<file path="src/rtl/vedic_pkg.sv">
// vedic_pkg
// Shared constants and elaboration helpers for the pipelined Vedic multiplier.
//   VEDIC_LATENCY : number of register stages between operand and product
//   pw(w)         : product width for a w-bit operand pair
//   vedic_width_ok: legal operand widths are powers of two from 8 to 64
// Optional feature macro used by the files that import this package:
//   VEDIC_SIGNED_EN (adds two's-complement operand mode)
`default_nettype none

package vedic_pkg;

   localparam int VEDIC_LATENCY = 3;
   localparam int VEDIC_MIN_WIDTH = 8;
   localparam int VEDIC_MAX_WIDTH = 64;

   function automatic int pw(input int w);
      return 2 * w;
   endfunction

   function automatic bit vedic_width_ok(input int w);
      return (w >= VEDIC_MIN_WIDTH) && (w <= VEDIC_MAX_WIDTH) && ((w & (w - 1)) == 0);
   endfunction

endpackage

`default_nettype wire

</file>
<file path="src/rtl/vedic_mult_pipe_if.sv">
// vedic_mult_pipe_if
// Operand/product handshake bundle for vedic_mult_pipe.
//   in_valid/in_ready   : operand pair handshake (a, b travel with it)
//   out_valid/out_ready : product handshake (y travels with it)
//   sign_mode           : only with VEDIC_SIGNED_EN, treats a and b as two's complement
// Modports: master = producer/consumer side (testbench), slave = multiplier side.
`default_nettype none

interface vedic_mult_pipe_if
   import vedic_pkg::*;
#(
   parameter int WIDTH = 16
);

   logic                    in_valid;
   logic                    in_ready;
   logic [WIDTH-1:0]        a;
   logic [WIDTH-1:0]        b;
`ifdef VEDIC_SIGNED_EN
   logic                    sign_mode;
`endif
   logic                    out_valid;
   logic                    out_ready;
   logic [pw(WIDTH)-1:0]    y;

   modport master (
`ifdef VEDIC_SIGNED_EN
      output sign_mode,
`endif
      output in_valid, a, b, out_ready,
      input  in_ready, out_valid, y
   );

   modport slave (
`ifdef VEDIC_SIGNED_EN
      input  sign_mode,
`endif
      input  in_valid, a, b, out_ready,
      output in_ready, out_valid, y
   );

endinterface

`default_nettype wire

</file>
<file path="src/rtl/vedic_nxn.sv">
// vedic_nxn
// Combinational recursive Urdhva-Tiryagbhyam multiplier, N x N -> 2N unsigned.
// Each level splits both operands into halves, forms the four half-width
// cross products with smaller instances of itself and recombines them.
// The recursion bottoms out at N = 2 with an AND/half-adder cell.
//   i_a, i_b : N-bit operands
//   o_p      : 2N-bit product
`default_nettype none

module vedic_nxn #(
   parameter int N = 8
) (
   input  logic [N-1:0]   i_a,
   input  logic [N-1:0]   i_b,
   output logic [2*N-1:0] o_p
);

   if (N == 2) begin : g_leaf
      logic w_p00, w_p01, w_p10, w_p11;
      logic w_c1;

      assign w_p00 = i_a[0] & i_b[0];
      assign w_p01 = i_a[0] & i_b[1];
      assign w_p10 = i_a[1] & i_b[0];
      assign w_p11 = i_a[1] & i_b[1];

      // Two half adders: the cross terms give bit 1, their carry joins the top term.
      assign w_c1  = w_p01 & w_p10;
      assign o_p   = {w_p11 & w_c1, w_p11 ^ w_c1, w_p01 ^ w_p10, w_p00};
   end else begin : g_split
      localparam int H = N / 2;

      logic [N-1:0] w_ll, w_lh, w_hl, w_hh;
      logic [N:0]   w_mid;

      vedic_nxn #(.N(H)) u_ll (.i_a(i_a[H-1:0]), .i_b(i_b[H-1:0]), .o_p(w_ll));
      vedic_nxn #(.N(H)) u_lh (.i_a(i_a[H-1:0]), .i_b(i_b[N-1:H]), .o_p(w_lh));
      vedic_nxn #(.N(H)) u_hl (.i_a(i_a[N-1:H]), .i_b(i_b[H-1:0]), .o_p(w_hl));
      vedic_nxn #(.N(H)) u_hh (.i_a(i_a[N-1:H]), .i_b(i_b[N-1:H]), .o_p(w_hh));

      // The cross sum keeps its carry so it reaches the upper product half.
      assign w_mid = {1'b0, w_lh} + {1'b0, w_hl};
      assign o_p   = {w_hh, w_ll} + ({{(N-1){1'b0}}, w_mid} << H);
   end

endmodule

`default_nettype wire

</file>
<file path="src/rtl/vedic_mult_pipe.sv">
// vedic_mult_pipe
// Pipelined WIDTH x WIDTH -> 2*WIDTH Vedic multiplier with valid/ready on both sides.
//   S1: registered operands (magnitudes and product sign when signed mode exists)
//   S2: four HALF x HALF partial products
//   S3: recombined product
// The whole pipe advances together whenever the last stage is empty or being
// drained, so one product per cycle flows with downstream ready held high.
//   clk, rst_n : rising-edge clock, asynchronous active-low reset
//   io_bus     : vedic_mult_pipe_if slave (in_valid/in_ready/a/b, out_valid/out_ready/y)
// Optional feature macro: VEDIC_SIGNED_EN (adds io_bus.sign_mode, two's-complement operands)
`default_nettype none

module vedic_mult_pipe
   import vedic_pkg::*;
#(
   parameter  int WIDTH = 16,
   localparam int HALF  = WIDTH / 2
) (
   input  logic              clk,
   input  logic              rst_n,
   vedic_mult_pipe_if.slave  io_bus
);

   if (!vedic_width_ok(WIDTH)) begin : g_bad_width
      $error("vedic_mult_pipe: WIDTH must be a power of two between 8 and 64");
   end

   logic                   w_en;
   logic [WIDTH-1:0]       w_aIn;
   logic [WIDTH-1:0]       w_bIn;
   logic                   w_negIn;
   logic [WIDTH-1:0]       w_ll, w_lh, w_hl, w_hh;
   logic [WIDTH:0]         w_mid;
   logic [pw(WIDTH)-1:0]   w_prod;
   logic [pw(WIDTH)-1:0]   w_y;

   logic                   r_v1, r_v2, r_v3;
   logic [WIDTH-1:0]       r_a, r_b;
   logic                   r_neg1, r_neg2;
   logic [WIDTH-1:0]       r_ll, r_lh, r_hl, r_hh;
   logic [pw(WIDTH)-1:0]   r_y;

   // Whole-pipe stall: everything moves only when the output slot can be vacated.
   assign w_en            = !r_v3 || io_bus.out_ready;
   assign io_bus.in_ready = w_en;

   // Signed mode converts operands to magnitudes up front so the multiplier
   // core stays unsigned; the product sign rides along to the last stage.
`ifdef VEDIC_SIGNED_EN
   assign w_aIn   = (io_bus.sign_mode && io_bus.a[WIDTH-1]) ? (~io_bus.a + 1'b1) : io_bus.a;
   assign w_bIn   = (io_bus.sign_mode && io_bus.b[WIDTH-1]) ? (~io_bus.b + 1'b1) : io_bus.b;
   assign w_negIn = io_bus.sign_mode && (io_bus.a[WIDTH-1] ^ io_bus.b[WIDTH-1]);
`else
   assign w_aIn   = io_bus.a;
   assign w_bIn   = io_bus.b;
   assign w_negIn = 1'b0;
`endif

   // Stage 1: capture operands.
   always_ff @(posedge clk or negedge rst_n) begin
      if (!rst_n) begin
         r_v1   <= 1'b0;
         r_a    <= '0;
         r_b    <= '0;
         r_neg1 <= 1'b0;
      end else if (w_en) begin
         r_v1   <= io_bus.in_valid;
         r_a    <= w_aIn;
         r_b    <= w_bIn;
         r_neg1 <= w_negIn;
      end
   end

   vedic_nxn #(.N(HALF)) u_ll (.i_a(r_a[HALF-1:0]),     .i_b(r_b[HALF-1:0]),     .o_p(w_ll));
   vedic_nxn #(.N(HALF)) u_lh (.i_a(r_a[HALF-1:0]),     .i_b(r_b[WIDTH-1:HALF]), .o_p(w_lh));
   vedic_nxn #(.N(HALF)) u_hl (.i_a(r_a[WIDTH-1:HALF]), .i_b(r_b[HALF-1:0]),     .o_p(w_hl));
   vedic_nxn #(.N(HALF)) u_hh (.i_a(r_a[WIDTH-1:HALF]), .i_b(r_b[WIDTH-1:HALF]), .o_p(w_hh));

   // Stage 2: register the four partial products.
   always_ff @(posedge clk or negedge rst_n) begin
      if (!rst_n) begin
         r_v2   <= 1'b0;
         r_ll   <= '0;
         r_lh   <= '0;
         r_hl   <= '0;
         r_hh   <= '0;
         r_neg2 <= 1'b0;
      end else if (w_en) begin
         r_v2   <= r_v1;
         r_ll   <= w_ll;
         r_lh   <= w_lh;
         r_hl   <= w_hl;
         r_hh   <= w_hh;
         r_neg2 <= r_neg1;
      end
   end

   // Recombination; the cross sum is one bit wider so its carry lands in the top half.
   assign w_mid  = {1'b0, r_lh} + {1'b0, r_hl};
   assign w_prod = {r_hh, r_ll} + ({{(WIDTH-1){1'b0}}, w_mid} << HALF);
   assign w_y    = r_neg2 ? (~w_prod + 1'b1) : w_prod;

   // Stage 3: product register feeding the output handshake.
   always_ff @(posedge clk or negedge rst_n) begin
      if (!rst_n) begin
         r_v3 <= 1'b0;
         r_y  <= '0;
      end else if (w_en) begin
         r_v3 <= r_v2;
         r_y  <= w_y;
      end
   end

   assign io_bus.out_valid = r_v3;
   assign io_bus.y         = r_y;

endmodule

`default_nettype wire

</file>
<file path="src/flat_wrapper.sv">
// flat-port wrapper written by rule: the top's interface ports become plain ports
module vedic_mult_pipe_flat import vedic_pkg::*;
#(
   parameter  int WIDTH = 16,
   localparam int HALF  = WIDTH / 2
)
  (clk, rst_n, io_bus_in_valid, io_bus_a, io_bus_b, io_bus_out_ready, io_bus_in_ready, io_bus_out_valid, io_bus_y);
  vedic_mult_pipe_if #(.WIDTH(WIDTH)) io_bus_i ();
  input  logic clk;
  input  logic rst_n;
  input wire logic [$bits(io_bus_i.in_valid)-1:0] io_bus_in_valid;
  input wire logic [$bits(io_bus_i.a)-1:0] io_bus_a;
  input wire logic [$bits(io_bus_i.b)-1:0] io_bus_b;
  input wire logic [$bits(io_bus_i.out_ready)-1:0] io_bus_out_ready;
  output wire logic [$bits(io_bus_i.in_ready)-1:0] io_bus_in_ready;
  output wire logic [$bits(io_bus_i.out_valid)-1:0] io_bus_out_valid;
  output wire logic [$bits(io_bus_i.y)-1:0] io_bus_y;
  assign io_bus_i.in_valid = io_bus_in_valid;
  assign io_bus_i.a = io_bus_a;
  assign io_bus_i.b = io_bus_b;
  assign io_bus_i.out_ready = io_bus_out_ready;
  assign io_bus_in_ready = io_bus_i.in_ready;
  assign io_bus_out_valid = io_bus_i.out_valid;
  assign io_bus_y = io_bus_i.y;
  vedic_mult_pipe #(.WIDTH(WIDTH)) u_core (.clk(clk), .rst_n(rst_n), .io_bus(io_bus_i));
endmodule
</file>
<file path="config.mk">
export PLATFORM = sky130hd
export DESIGN_NAME = vedic_mult_pipe_flat
export DESIGN_NICKNAME = d
export VERILOG_FILES = /design/src/rtl/vedic_pkg.sv /design/src/rtl/vedic_mult_pipe_if.sv /design/src/rtl/vedic_nxn.sv /design/src/rtl/vedic_mult_pipe.sv /design/src/flat_wrapper.sv
export SDC_FILE = /design/constraint.sdc
export NUM_CORES = 1
export LEC_CHECK = 0
export CAP_MARGIN = 30
export CORE_UTILIZATION = 58
export CTS_CLUSTER_SIZE = 30
export DETAILED_ROUTE_END_ITERATION = 8
export PLACE_DENSITY = 0.8
export SYNTH_ARGS = -nofsm -noshare
export SYNTH_HDL_FRONTEND = slang
export SYNTH_SLANG_ARGS = --single-unit
</file>
<file path="constraint.sdc">
create_clock -name clk -period 4.53 [get_ports clk]
set_input_delay 0.6795 -clock clk [delete_from_list [all_inputs] [get_ports clk]]
set_output_delay 0.6795 -clock clk [all_outputs]
set_load 0.02 [all_outputs]
</file>
==> flow_summary_export.csv, run 1 <==
group,metric,value,unit
synth,synth-edff-count,0,
cts,cts_made_buffers,17,
synth,yosysUniqueCellTypes,58,
critical_path,crit_family,"adder cells",
cts,htreeDepth,4,
place,globalplace.congestion,0.882,
critical_path,worstSetupEndpointType,"register",
floorplanning,pin_count,70,
final_layout,layout.cells.non_filler,2526,
drt,ant_nets,0,
floorplanning,initial_core_util,59.2,%
global_route,grt_antenna_before_repair,1,
final_layout,drive_gt1_share,16.2,%
critical_path,path_class,"reg -> reg",
final_layout,syn_to_final_growth,19.8,%
critical_path,critPathBufInv,2,
timing,final_hold_viol_count,0,
timing,fin_crit,4690,ps
timing,setup_tns,-412,ps
cts,clkLatencyLatePin,440,ps
critical_path,critPathMaxFanout,13,
timing,slew_headroom,33.8,%
drt,viasPerCell,5.92,
floorplanning,die_h,174,µm
synth,ys_seq_area_share,19.2,%
drt,wl_per_cell,18.8,µm
synth,synth_flop_cell,"dfrtp_1",
cts,cts_sinks,131,
synth,ys_ff_latch,131,
floorplanning,placeableCoreArea,0.0289,mm²
synth,synth_common_cells,"ha_1, and2_1, nand2_1",
place,dp_cells,2458,
critical_path,slowest_delay,450,ps
synth,synthArstFlopShare,100,%
final_layout,finalInstanceArea,0.0205,mm²
worst_hold_path,hold_path_class,"in -> async",
synth,yosysMostFrequentCell,"ha_1",
global_route,grt_pass1_wl,72500,µm
cts,root_buffer,"clkbuf_16",
place,dp_hpwl,34000,µm
critical_path,cp_common_cell,"ha_1",
cts,cts_tree,"done",
timing,setup_violations,7,
global_route,grt_max_degree,97,
timing,worst_slew_pin_slew,993,ps
timing,rsz0062_at_grt,"yes",
drt,drt_wl_total,47400,µm
timing,fmax,213,MHz
floorplanning,dieArea,0.0302,mm²
critical_path,required,4800,ps
synth,mappedNetlistArea,0.0171,mm²
cts,path_clk_slew,70,ps
synth,synth_top_area_share,27.3,%
critical_path,cp_data_arrival_time,4960,ps
timing,skew,16.6,ps
place,placed_area,0.0187,mm²
critical_path,critPathLaunchType,"register",
synth,synth_top_area_cell,"ha_1",
drt,dr.first_iter.drc_count,925,
drt,drc,0,
synth,ys_warn_count,0,
global_route,grt_use_total,29.7,%
job,max_cap_viol_count,0,
outcome,failed_checks,"setup timing",
floorplanning,std_cell_rows,62,
synth,avgSynthCellArea,8.64,µm²
place,port_buffers,69,
synth,netlist_top_cells_area,"ha_1, dfrtp_1, and2_1",
cts,cts_buffer_depth,2,
global_route,grt_pass1_vias,15300,
critical_path,crit_chain,"buf_4 > and2_1 > ha_1 > ha_1 > a21oi_1 > xnor2_1 > ha_1 > xnor2_1 > ha_1 > a21oi_2 > buf_4 > xnor2_2 > ha_4 > o21a_1 > o31a_1 > o21a_1 > nor3_1 > o31ai_1",
timing,holdWs,22.3,ps
cts,hold_buffers,0,
timing,setup_slack,-161,ps
final_layout,nets,2579,
floorplanning,die_w,174,µm
drt,firstDrtPassIters,6,
drt,vias,15000,
global_route,overflow,0,
synth,synth_nets,2430,
timing,fin_crit_sh,104,%
outcome,status,"finished, violations left",
critical_path,slowest_stage,"dfrtp_2",
timing,drv_slew,0,
synth,synthCells,1979,
-- final cells by class --
| type | instances | area (µm²) |
|---|---|---|
| tap | 384 | 480 |
| antenna | 1 | 2.50 |
| fill | 2089 | 8390 |
| clock buffer | 17 | 425 |
| inverter | 131 | 494 |
| sequential | 131 | 3310 |
| multi-input combinational | 1656 | 13900 |
| clock inverter | 15 | 179 |
| timing repair buffer | 191 | 1720 |
-- worst register-to-register path: cells and delay by family (launching register included) --
kind | cells | cell delay (ps)
buf+inv | 2 | 370
simple gates | 2 | 460
compound gates | 6 | 1140
xor+xnor | 3 | 520
fa+ha+maj | 5 | 1620
flops | 1 | 450
-- metal layers --
layer  GRT usage (%)  share of wire [%]  vias to the layer above
li1                -                  -                     7024
met1            33.6                 39                     7211
met3            3.75                4.9                      217
met2            55.3                 50                      511
met4            13.8                6.0                        0
met5               0                  0                        -
-- stage by stage --
step | utilization [%] | setup slack (ps)
global route | 70.9 | -201
floorplan | - | 227
global placement | 64.8 | 20.8
finish | 70.9 | -161
detailed placement | 64.8 | -108
CTS | 67.1 | 6.80
-- timing repair --
item                       in CTS  in global routing
setup buffers                   2                 32
pin swaps                       0                113
cloned                          0                  1
setup endpoints to repair      14                 23
gates resized for setup        14                169
-- placed cells by master (no fill, tap or decap), types with 27 or more instances in the layout --
master	instances
o21ai_1	32
xor2_1	48
nor2_1	64
buf_4	105
inv_1	126
nand2_1	250
and2_1	235
o21ai_0	47
o21bai_1	31
clkdlybuf4s50_1	68
ha_4	28
xnor2_1	117
a21o_1	79
a21oi_2	35
ha_1	336
dfrtp_1	109
a21oi_1	106
fa_1	27
-- cells by family after synthesis --
kind of cell	after synthesis	share of synthesized area (%)
simple gates	648	19.1
flops	131	19.2
fa+ha+maj	415	32.2
compound gates	418	16.2
buf+inv	192	4.34
xor+xnor	175	8.97
-- flip-flops by register name, summed over array words and instances (netlist names) --
register                 count
u_core.r_hl                 16
u_core.r_v2                  1
u_core.r_lh                 16
u_core.r_v1                  1
u_core.r_a                  16
u_core.io_bus.y             32
u_core.io_bus.out_valid      1
u_core.r_ll                 16
u_core.r_b                  16
u_core.r_hh                 16
-- worst paths after layout --
| path | start | end | slack, ps | depth (start not counted) |
|---|---|---|---|---|
| setup / recovery | u_core.r_a[5] | u_core.r_ll[12] | -160 | 18 |
| hold / removal | rst_n | u_core.r_hh[14] | 20 | 1 |
| setup reg to reg | u_core.r_a[5] | u_core.r_ll[12] | -160 | 18 |
| hold reg to reg | u_core.io_bus.y[1] | u_core.io_bus.y[1] | 470 | 2 |
| max in group asynchronous | rst_n | u_core.r_ll[12] | 3340 | 3 |
| min in group clk | u_core.io_bus.y[1] | u_core.io_bus.y[1] | 470 | 2 |
Power of run 1 is not shown: default switching activity piles up to over one toggle a cycle in this logic, so the estimate is an artifact.
==> run 2, diff against run 1 <==
Settings changed: ABC_AREA set to 0, CORE_UTILIZATION 58 to 60, DONT_BUFFER_PORTS set to 1, PLACE_DENSITY 0.8 to 0.79.
==> flow_summary_export.csv, run 2 (same netlist as run 1, synthesis figures left out) <==
group,metric,value,unit
drt,dr_wl_met2,23400,µm
drt,drt-met1-wl,18700,µm
critical_path,critPathMaxFanout,6,
critical_path,critPathBufInv,0,
drt,ant_nets,0,
critical_path,rr_worst_depth,19,
floorplanning,die_h,171,µm
floorplanning,std_cell_rows,61,
critical_path,cp_common_cell,"ha_1",
final_layout,syn_to_final_growth,17.2,%
final_layout,largest_reg_flops,32,
global_route,grt_max_degree,141,
critical_path,crit_family,"adder cells",
drt,highest_layer,"met4",
critical_path,crit_cells,19,
cts,path_clk_slew,70,ps
cts,root_buffer,"clkbuf_16",
drt,firstDrtPassIters,5,
cts,htreeDepth,4,
place,port_buffers,0,
final_layout,utilization,71.7,%
final_layout,nets,2528,
timing,final_hold_viol_count,0,
job,max_cap_viol_count,0,
timing,fmax,219,MHz
critical_path,reg2reg_from,"u_core.r_a[3]",
critical_path,reg2reg_to,"u_core.r_ll[15]",
outcome,status,"finished, violations left",
critical_path,worstSetupEndpointType,"register",
global_route,grt_pass1_vias,14500,
global_route,grt_pass1_wl,69200,µm
cts,cts_tree,"done",
drt,met3_length,2440,µm
floorplanning,placeableCoreArea,0.0279,mm²
cts,clkLatencyLatePin,450,ps
timing,slew_headroom,50.0,%
drt,dr.first_iter.drc_count,875,
final_layout,mostFrequentLayoutCells,"ha_1, nand2_1, and2_1",
final_layout,num-fill-cells,1971,
global_route,grt_use_total,30.3,%
place,globalplace.congestion,0.960,
timing,skew,13.4,ps
timing,holdWs,151,ps
critical_path,slowest_stage,"dfrtp_2",
floorplanning,initial_core_util,61.2,%
global_route,grt_antenna_before_repair,2,
critical_path,cp-startpoint,"u_core.r_a[3]",
outcome,failed_checks,"setup timing",
drt,drt_wl_total,47000,µm
global_route,overflow,0,
worst_hold_path,hold_path_class,"in -> async",
critical_path,path_class,"reg -> reg",
floorplanning,dieArea,0.0292,mm²
drt,viasPerCell,5.87,
final_layout,drive_gt1_share,18.5,%
floorplanning,die_w,171,µm
cts,cts_buffer_depth,2,
cts,cts_made_buffers,17,
critical_path,required,4840,ps
critical_path,crit_chain,"and2_1 > ha_4 > ha_1 > ha_4 > xnor2_1 > ha_1 > a21o_1 > a21oi_2 > xnor2_1 > ha_1 > a21oi_1 > o21ai_0 > xor2_1 > ha_1 > nand2_1 > o31ai_4 > nand3_2 > xnor2_2 > o21ai_1",
critical_path,setup.worst_path.end,"u_core.r_ll[15]",
drt,vias,14500,
timing,fin_crit_sh,101,%
critical_path,cp_data_arrival_time,4890,ps
critical_path,rrSetupSlack,-50,ps
place,dp_hpwl,33600,µm
timing,setup_violations,2,
timing,rsz0062_at_grt,"yes",
final_layout,seqCellArea,0.00331,mm²
critical_path,critPathLaunchType,"register",
timing,fin_crit,4580,ps
drt,drc,0,
final_layout,final_common_cell,"ha_1",
cts,cts_sinks,131,
timing,drv_slew,0,
timing,worst_slew_pin_slew,751,ps
final_layout,multiInputGateArea,0.0140,mm²
drt,wl_per_cell,19.0,µm
floorplanning,pin_count,70,
timing,setup_slack,-45.1,ps
critical_path,slowest_delay,490,ps
## run 2: cell types whose count changed in the layout (fill, tap and decap cells not counted), moves of 5 or more
cell and delta:
clkdlybuf4s50_1 -68, buf_4 +17, ha_1 -11, a21oi_2 +9, ha_4 +9, a21oi_1 -8
inv_8 -7, and2_1 +6, and2_4 -5
## run 2: through the flow
step / setup TNS [ps] / std cells / cell area [µm²] / worst slack [ps]
2_1_floorplan: 0 / 1979 / 17100 / 227
3_3_place_gp: 0 / 2392 / 18100 / 26.2
3_5_place_dp: -510 / 2392 / 18100 / -113
4_1_cts: -18.7 / 2425 / 18800 / -18.7
5_1_grt: -1110 / 2470 / 20000 / -150
6_report: -81.6 / 2470 / 20000 / -45.1
## run 2: worst min-delay path by stage
stage,to,slack (ps)
final,u_core.r_hh[14],150
after global routing,u_core.r_hh[13],220
after global placement,u_core.r_hh[12],390
after CTS,u_core.io_bus.y[29],240
after detailed placement,u_core.r_hh[12],390
after floorplan,u_core.io_bus.out_valid,380
## run 2: repair_timing
action,in CTS,in global routing
pin swaps,2,132
gates resized for setup,19,188
hold endpoints to repair,131,0
hold buffers,1,0
buffers inserted,0,44
endpoints found under the setup margin,13,22
cloned,0,0
## run 2: layout make-up
cell class	instances	share of cell area, %
multi-input combinational	1656	69.9
sequential	131	16.5
timing repair buffer	140	5.68
inverter	131	2.47
tap	378	2.36
clock buffer	18	2.14
clock inverter	14	0.893
antenna	2	0.0250
## run 2: per-layer routing
layer | GRT usage, % | up-vias
li1 | - | 6904
met1 | 35.7 | 6948
met2 | 54.5 | 468
met3 | 3.68 | 178
met4 | 14.1 | 0
met5 | 0 | -
Power of run 2 is left out for the same reason.
